### config.mk
export PLATFORM = sky130hd
export DESIGN_NAME = mult_acc_comb_core
export DESIGN_NICKNAME = d
export VERILOG_FILES = /design/src/rtl/mult_acc_comb_core.sv
export SDC_FILE = /design/constraint.sdc
export NUM_CORES = 2
export LEC_CHECK = 0
export ABC_AREA = 1
export BUFFER_PORTS_ARGS = -buffer_cell sky130_fd_sc_hd__buf_2
export CELL_PAD_IN_SITES_DETAIL_PLACEMENT = 1
export CELL_PAD_IN_SITES_GLOBAL_PLACEMENT = 1
export CORE_MARGIN = 2
export CORE_UTILIZATION = 44
export DETAILED_ROUTE_END_ITERATION = 12
export PLACE_DENSITY = 0.91
export SLEW_MARGIN = 5
export SYNTH_ARGS = -nofsm -noshare
export SYNTH_HDL_FRONTEND = slang
export SYNTH_SLANG_ARGS = --single-unit
### constraint.sdc
create_clock -name clk -period 0.8 [get_ports clk]
set_input_delay 0.12 -clock clk [delete_from_list [all_inputs] [get_ports clk]]
set_output_delay 0.12 -clock clk [all_outputs]
set_load 0.01 [all_outputs]
### src/rtl/mult_acc_comb_core.sv
// mult_acc_comb_core: unsigned multi-channel KxK dot product, saturated
// to DATA_WIDTH and registered (1-cycle latency, 1 result per clock).
// Ports:
//   clk, rst                 clock, async active-high reset
//   window_valid             window bus valid
//   multi_channel_window_in  packed window elements, index c*K*K+row*K+col
//   weight_valid             weight bus valid
//   multi_channel_weight_in  packed weights, same indexing as window
//   conv_out                 saturated result (0 whenever not valid)
//   conv_valid               conv_out holds a result
module mult_acc_comb_core #(
  parameter int DATA_WIDTH   = 8,
  parameter int KERNEL_SIZE  = 3,
  parameter int IN_CHANNEL   = 3,
  parameter int WEIGHT_WIDTH = 8,
  parameter int ACC_WIDTH    = 2*DATA_WIDTH+4
) (
  input  logic clk,
  input  logic rst,
  input  logic window_valid,
  input  logic [IN_CHANNEL*KERNEL_SIZE*KERNEL_SIZE*DATA_WIDTH-1:0]
               multi_channel_window_in,
  input  logic weight_valid,
  input  logic [IN_CHANNEL*KERNEL_SIZE*KERNEL_SIZE*WEIGHT_WIDTH-1:0]
               multi_channel_weight_in,
  output logic [DATA_WIDTH-1:0] conv_out,
  output logic conv_valid
);

  localparam int N     = IN_CHANNEL*KERNEL_SIZE*KERNEL_SIZE;
  localparam int PW    = DATA_WIDTH + WEIGHT_WIDTH;
  localparam int LOGN  = $clog2(N);
  localparam int NP    = 1 << LOGN;
  localparam int MIN_W = PW + LOGN;
  // Wide enough that N full-scale products never wrap.
  localparam int SUM_W =
    (ACC_WIDTH > MIN_W) ? ACC_WIDTH : MIN_W;

  localparam logic [SUM_W-1:0] SAT_MAX =
    {{(SUM_W-DATA_WIDTH){1'b0}}, {DATA_WIDTH{1'b1}}};

  logic [N*PW-1:0]       prod_flat;
  logic [SUM_W-1:0]      sum_d;
  logic [DATA_WIDTH-1:0] result_d;
  logic                  valid_in;

  logic [DATA_WIDTH-1:0] conv_out_d, conv_out_q;
  logic                  conv_valid_d, conv_valid_q;

  // One exact-width multiplier per element.
  for (genvar i = 0; i < N; i++) begin : g_mul
    logic [DATA_WIDTH-1:0]   win;
    logic [WEIGHT_WIDTH-1:0] wgt;
    assign win = multi_channel_window_in[i*DATA_WIDTH +: DATA_WIDTH];
    assign wgt = multi_channel_weight_in[i*WEIGHT_WIDTH +: WEIGHT_WIDTH];
    assign prod_flat[i*PW +: PW] = PW'(win) * PW'(wgt);
  end

  // Balanced pairwise tree. Leaves beyond N are zero so the tree
  // is a full power of two; in-place reduction is safe because
  // slot j is only written after slots 2j and 2j+1 are read.
  function automatic logic [SUM_W-1:0] tree_sum(
    input logic [N*PW-1:0] p
  );
    logic [SUM_W-1:0] t [NP];
    for (int i = 0; i < NP; i++) begin
      if (i < N) t[i] = SUM_W'(p[i*PW +: PW]);
      else       t[i] = '0;
    end
    for (int l = 0; l < LOGN; l++) begin
      for (int j = 0; j < (NP >> (l+1)); j++) begin
        t[j] = t[2*j] + t[2*j+1];
      end
    end
    return t[0];
  endfunction

  always_comb begin
    sum_d = tree_sum(prod_flat);
  end

  always_comb begin
    result_d = sum_d[DATA_WIDTH-1:0];
    if (sum_d > SAT_MAX) result_d = {DATA_WIDTH{1'b1}};
  end

  assign valid_in = window_valid & weight_valid;

  // Output is forced to zero on invalid cycles so it never goes stale.
  always_comb begin
    conv_valid_d = 1'b0;
    conv_out_d   = '0;
    if (valid_in) begin
      conv_valid_d = 1'b1;
      conv_out_d   = result_d;
    end
  end

  always_ff @(posedge clk or posedge rst) begin
    if (rst) begin
      conv_out_q   <= '0;
      conv_valid_q <= 1'b0;
    end else begin
      conv_out_q   <= conv_out_d;
      conv_valid_q <= conv_valid_d;
    end
  end

  assign conv_out   = conv_out_q;
  assign conv_valid = conv_valid_q;

endmodule

Word-level counts from Yosys, hierarchy flattened

Index checks and enable logic that the tools add are counted.

Equal/unequal tests: 0
Mux-type cells: 3
Reduce and logical (&&, ||, !) cells: 0
Multipliers: 27
Bitwise logic cells: 1
Add/subtract/negate cells: 26
Shift operators: 0
Order comparisons: 1
Div/mod/pow operators: 0

Operators by type and width:

| kind                  | number |
|---|---|
| $mul A8 B8 Y16        | 27 |
| $add A16 B16 Y17      | 13 |
| $add A17 B17 Y18      | 6 |
| $add A18 B18 Y19      | 3 |
| $add A20 B20 Y21      | 1 |
| $gt A21 B8 Y1 const B | 1 |
| $add A19 B18 Y20      | 1 |
| $add A19 B19 Y20      | 1 |
| $add A17 B16 Y18      | 1 |
| $mux W8               | 2 |
| $and A1 B1 Y1         | 1 |
| $mux W1               | 1 |

Bits in read-only memories: 0
Memory bits (writable): 0
Output and inout port bits: 9
Latch bits: 0
Flip-flop bits (word level): 9
Input port bits: 436
Word-level logic and storage cells: 60
Memories: 0

Logic depth before layout (Yosys ltp)

Depth after elaboration: 9
Mapped depth: 43
Depth with buffers taken out: 42

Worst setup path after synthesis

OpenSTA, ideal clock, no wires.

Path kind: input to register
Start: in multi_channel_weight_in[10] (netlist bit)
End: reg conv_out_q[0] (netlist: conv_out[0])
Library setup time: 0.114 ns
Data required time: 0.686 ns
Stages on the path: 37
Arrival time: 8.633 ns
Slack: -7.947 ns
Path buffers: 1
Path through: clkbuf_1 > nand2_1 > fa_1 > inv_1 > fa_1 > inv_1 > fa_1 > inv_1 > fa_1 > inv_1 > fa_1 > inv_1 > fa_1 > fa_1 > inv_1 > fa_1 > fa_1 > inv_1 > fa_1 > fa_1 > fa_1 > inv_1 > fa_1 > inv_1 > ha_1 > nand2_1 > inv_1 > a21oi_2 > nand2_2 > nand2_1 > nand3b_1 > nand2_1 > nand3_1 > nor2_4 > nand3_1 > nand2_1 > inv_1

Cells in the longest elaborated chain, start to end: 9

RTL lines:

| element              | RTL line | source |
|---|---|---|
| start, declared      | 25       | `multi_channel_weight_in,` |
| $mul A8 B8 Y16       | 56       | `assign prod_flat[i*PW +: PW] = PW'(win) * PW'(wgt);` |
| $add A16 B16 Y17     | 72       | `t[j] = t[2*j] + t[2*j+1];` |
| $add A17 B17 Y18     | 72       |  |
| $add A18 B18 Y19     | 72       |  |
| $add A19 B19 Y20     | 72       |  |
| $add A20 B20 Y21     | 72       |  |
| $gt A21 B8 Y1        | 84       | `if (sum_d > SAT_MAX) result_d = {DATA_WIDTH{1'b1}};` |
| $mux W8              | 84       |  |
| $mux W8              | 93       | `if (valid_in) begin` |
| net conv_out_d[0]    | 47       | `logic [DATA_WIDTH-1:0] conv_out_d, conv_out_q;` |
| end signal, assigned | 104      | `conv_out_q <= conv_out_d;` |
| end, declared        | 47       |  |

The timed path passes the listed nets, and every way through them passes these cells.

Worst setup path after layout

Start: in multi_channel_window_in[38] (netlist bit)
End: reg conv_out_q[3] (netlist: conv_out[3])

Cells in the longest elaborated chain, start to end: 9

RTL lines:

| element           | RTL line | source |
|---|---|---|
| start, declared   | 22       | `multi_channel_window_in,` |
| $mul A8 B8 Y16    | 56       |  |
| $add A16 B16 Y17  | 72       |  |
| $add A17 B17 Y18  | 72       |  |
| $add A18 B18 Y19  | 72       |  |
| $add A19 B19 Y20  | 72       |  |
| $add A20 B20 Y21  | 72       |  |
| $gt A21 B8 Y1     | 84       |  |
| $mux W8           | 84       |  |
| $mux W8           | 93       |  |
| net conv_out_d[3] | 47       |  |

The timed path passes the listed nets, and every way through them passes these cells.

==> key figures <==
Place
  – DP HPWL: 227000 um
  – Port Buffer Count: between 400 and 500
  – GPL Wtd Cong: 0.998
  – Cell count after placement: 10600

Synthesis
  – Synth Area per Inst: 8.07 um^2
  – Yosys Warn Count: 0
  – Top cell type by total area after synthesis: fa_1
  – Net Count, Synth: 10900
  – Share of the synthesized area in the top cell type: 0.526
  – Post-synthesis cell type count: 27
  – Synth Instances: 8010
  – Area contributors post-synth: fa_1 (53%), inv_1 (19%), ha_1 (14%)
  – Mapped cell area: 64600 um^2
  – Register area share after synthesis: 0.00349
  – #FFs+latches synth: 9

Global routing
  – Gr usage total: 0.332
  – First-pass GRT wire length: 376000 um
  – Vias in the first global route: 65000
  – Initial antenna violation count: 48
  – Total global routing overflow: 0
  – Largest net degree at the start of global routing: 10

Min path
  – Hold/Removal Path Class: primary input to register

Route
  – DR vias: 53100
  – Number of vias per cell: 4.99
  – DRC violations left: 0
  – Detailed Routing Iterations Pass 1: 5
  – Wire per inst: 23.1 um
  – DRT antenna net count: 0
  – Starting DRC count in detailed routing: 3098
  – DRT Wirelength: 246000 um

Worst setup path
  – Crit path max fanout: 8
  – Slowest Stage Delay on Critical Path: 0.68 ns
  – Startpoint Class: primary input
  – Setup CP Type: primary input to register
  – WP data required: 0.96 ns
  – Slowest cell on crit path: fa_2
  – WP buf/inv: 15
  – Crit path capture type: register
  – WP data arrival: 9.29 ns
  – CP delay by family, top: adder cells
  – Most used cell, CP: inv_1

Layout
  – Non-filler cells, final: between 10000 and 15000
  – Final-layout fill cell count: 17800
  – Area Overhead vs Synth: 14.8%
  – Multi-input logic area: 51600 um^2
  – Nets: between 10000 and 15000
  – Commonest non-fill, non-tap cells in the layout: inv_1 (3111), nand2_1 (1775), fa_1 (1569), ha_1 (736), buf_4 (676)
  – Register Area: around 240 um^2
  – Most common cell after layout, fill and taps aside: inv_1
  – Fin util: 0.509
  – Share of layout cells above drive strength 1: 0.168

Run status
  – Outcome: finished, violations left
  – Failing checks: negative setup slack

Timing
  – Final Hold Viols: 0
  – Max frequency: 0.109 GHz
  – Fin Setup TNS: -68.03 ns
  – Final number of setup-violating endpoints: 17
  – RSZ-0062 raised after global routing: true
  – Worst-margin pin slew: approximately 0.42 ns
  – Final Critical Period: 9.14 ns
  – Final Worst Setup Slack: -8.34 ns
  – Worst Hold Slack: 0.239 ns
  – Final Slew Violations: 0
  – Slew headroom: 0.720
  – Period utilization: 11.4

Flow run
  – Max-cap violations: 0

Floorplanning
  – Die area: 150000 um^2
  – Initial Util: 0.443
  – Io pins: 445
  – Die Width: 387 um
  – Die Height: 387 um
  – Core area: ~150000 um^2
  – Row count: 140

CTS
  – H-Tree Depth: 1
  – CTS Buffer Depth: 2
  – CTS tree: done
  – Clock Sink Count: 9
  – Root Buffer: clkbuf_16
  – CTS clk-pin slew, worst paths: 0.06 ns
  – CTS Buf Count: 3
[repair_timing]
item / in CTS / in global routing
hold buffers: 1 / 0
hold endpoints to repair: 9 / 0
gates resized for setup: 225 / 187
pin swaps: 172 / 169
setup endpoints to repair: 17 / 17
setup buffers: 10 / 6
[cells in the mapped netlist (all sizes together)]
cell / number
inv: 3192
nand3: 29
dfrtp: 9
buf: 31
nand3b: 4
o21bai: 1
a21oi: 15
xnor2: 4
clkbuf: 401
nand4: 5
nand2: 1848
clkinv: 1
xor2: 3
nor2: 20
fa: 1696
nor4: 1
ha: 745
o21ai: 1
or2: 1
and2: 3
[per-stage QoR]
step                      instance area, um^2  setup WS [ns]
after global routing                    74100          -8.59
after detailed placement                72900          -8.81
after global placement                  72900          -8.46
final                                   74100          -8.34
after CTS                               73600          -8.23
after floorplan                         65100          -7.69
[worst min-delay path, delay by kind of cell]
| family | cells | cell delay, ns |
|---|---|---|
| buf+inv | 3 | 0.29 |
| simple gates | 1 | 0.04 |
[layer usage]
metal  vias up  wire length (um)  GRT usage  share of wire
met5         -               159          0        0.00065
met4        26             19500      0.205          0.079
met3       942             13200     0.0406          0.054
met2      2131            127000      0.608           0.52
met1     27400             85200      0.364           0.35
li1      22600                 -          -              -
[sequential cells by signal, indices dropped and copies added (netlist names)]
name	count
conv_out	8
conv_valid	1
[path summary, 6_finish.rpt]
| kind | end | slack, ns | from | depth (start not counted) |
|---|---|---|---|---|
| max | conv_out[3]$_DFF_PP0_ | -8.34 | multi_channel_window_in[38] | 40 |
| min | conv_valid$_DFF_PP0_ | 0.24 | weight_valid | 4 |
| max in group asynchronous | conv_out[5]$_DFF_PP0_ | 0.21 | rst | 4 |
| min in group asynchronous | conv_valid$_DFF_PP0_ | 0.39 | rst | 4 |
[layout make-up]
cell class | count | area share
sequential | 9 | 0.00317
clock buffer | 4 | 0.00106
inverter | 3193 | 0.162
antenna | 29 | 0.000979
timing repair buffer | 1114 | 0.105
tap | 1917 | 0.0324
multi-input combinational | 4376 | 0.696
[cells by family (layout without fill, tap and decap cells)]
group                    after synthesis  after routing  share of synthesized area
buffers and inverters               3625           4311                      0.211
adder cells (fa/ha/maj)             2441           2441                      0.670
AND/OR/NAND/NOR                     1911           1911                      0.113
AO/OA/AOI/OAI                         17             17                    0.00141
flip-flops                             9              9                    0.00349
XOR/XNOR                               7              7                   0.000949
other                                  0             29                          0
Power is not shown: default switching activity piles up to over one toggle a cycle in this logic, so the estimate is an artifact.
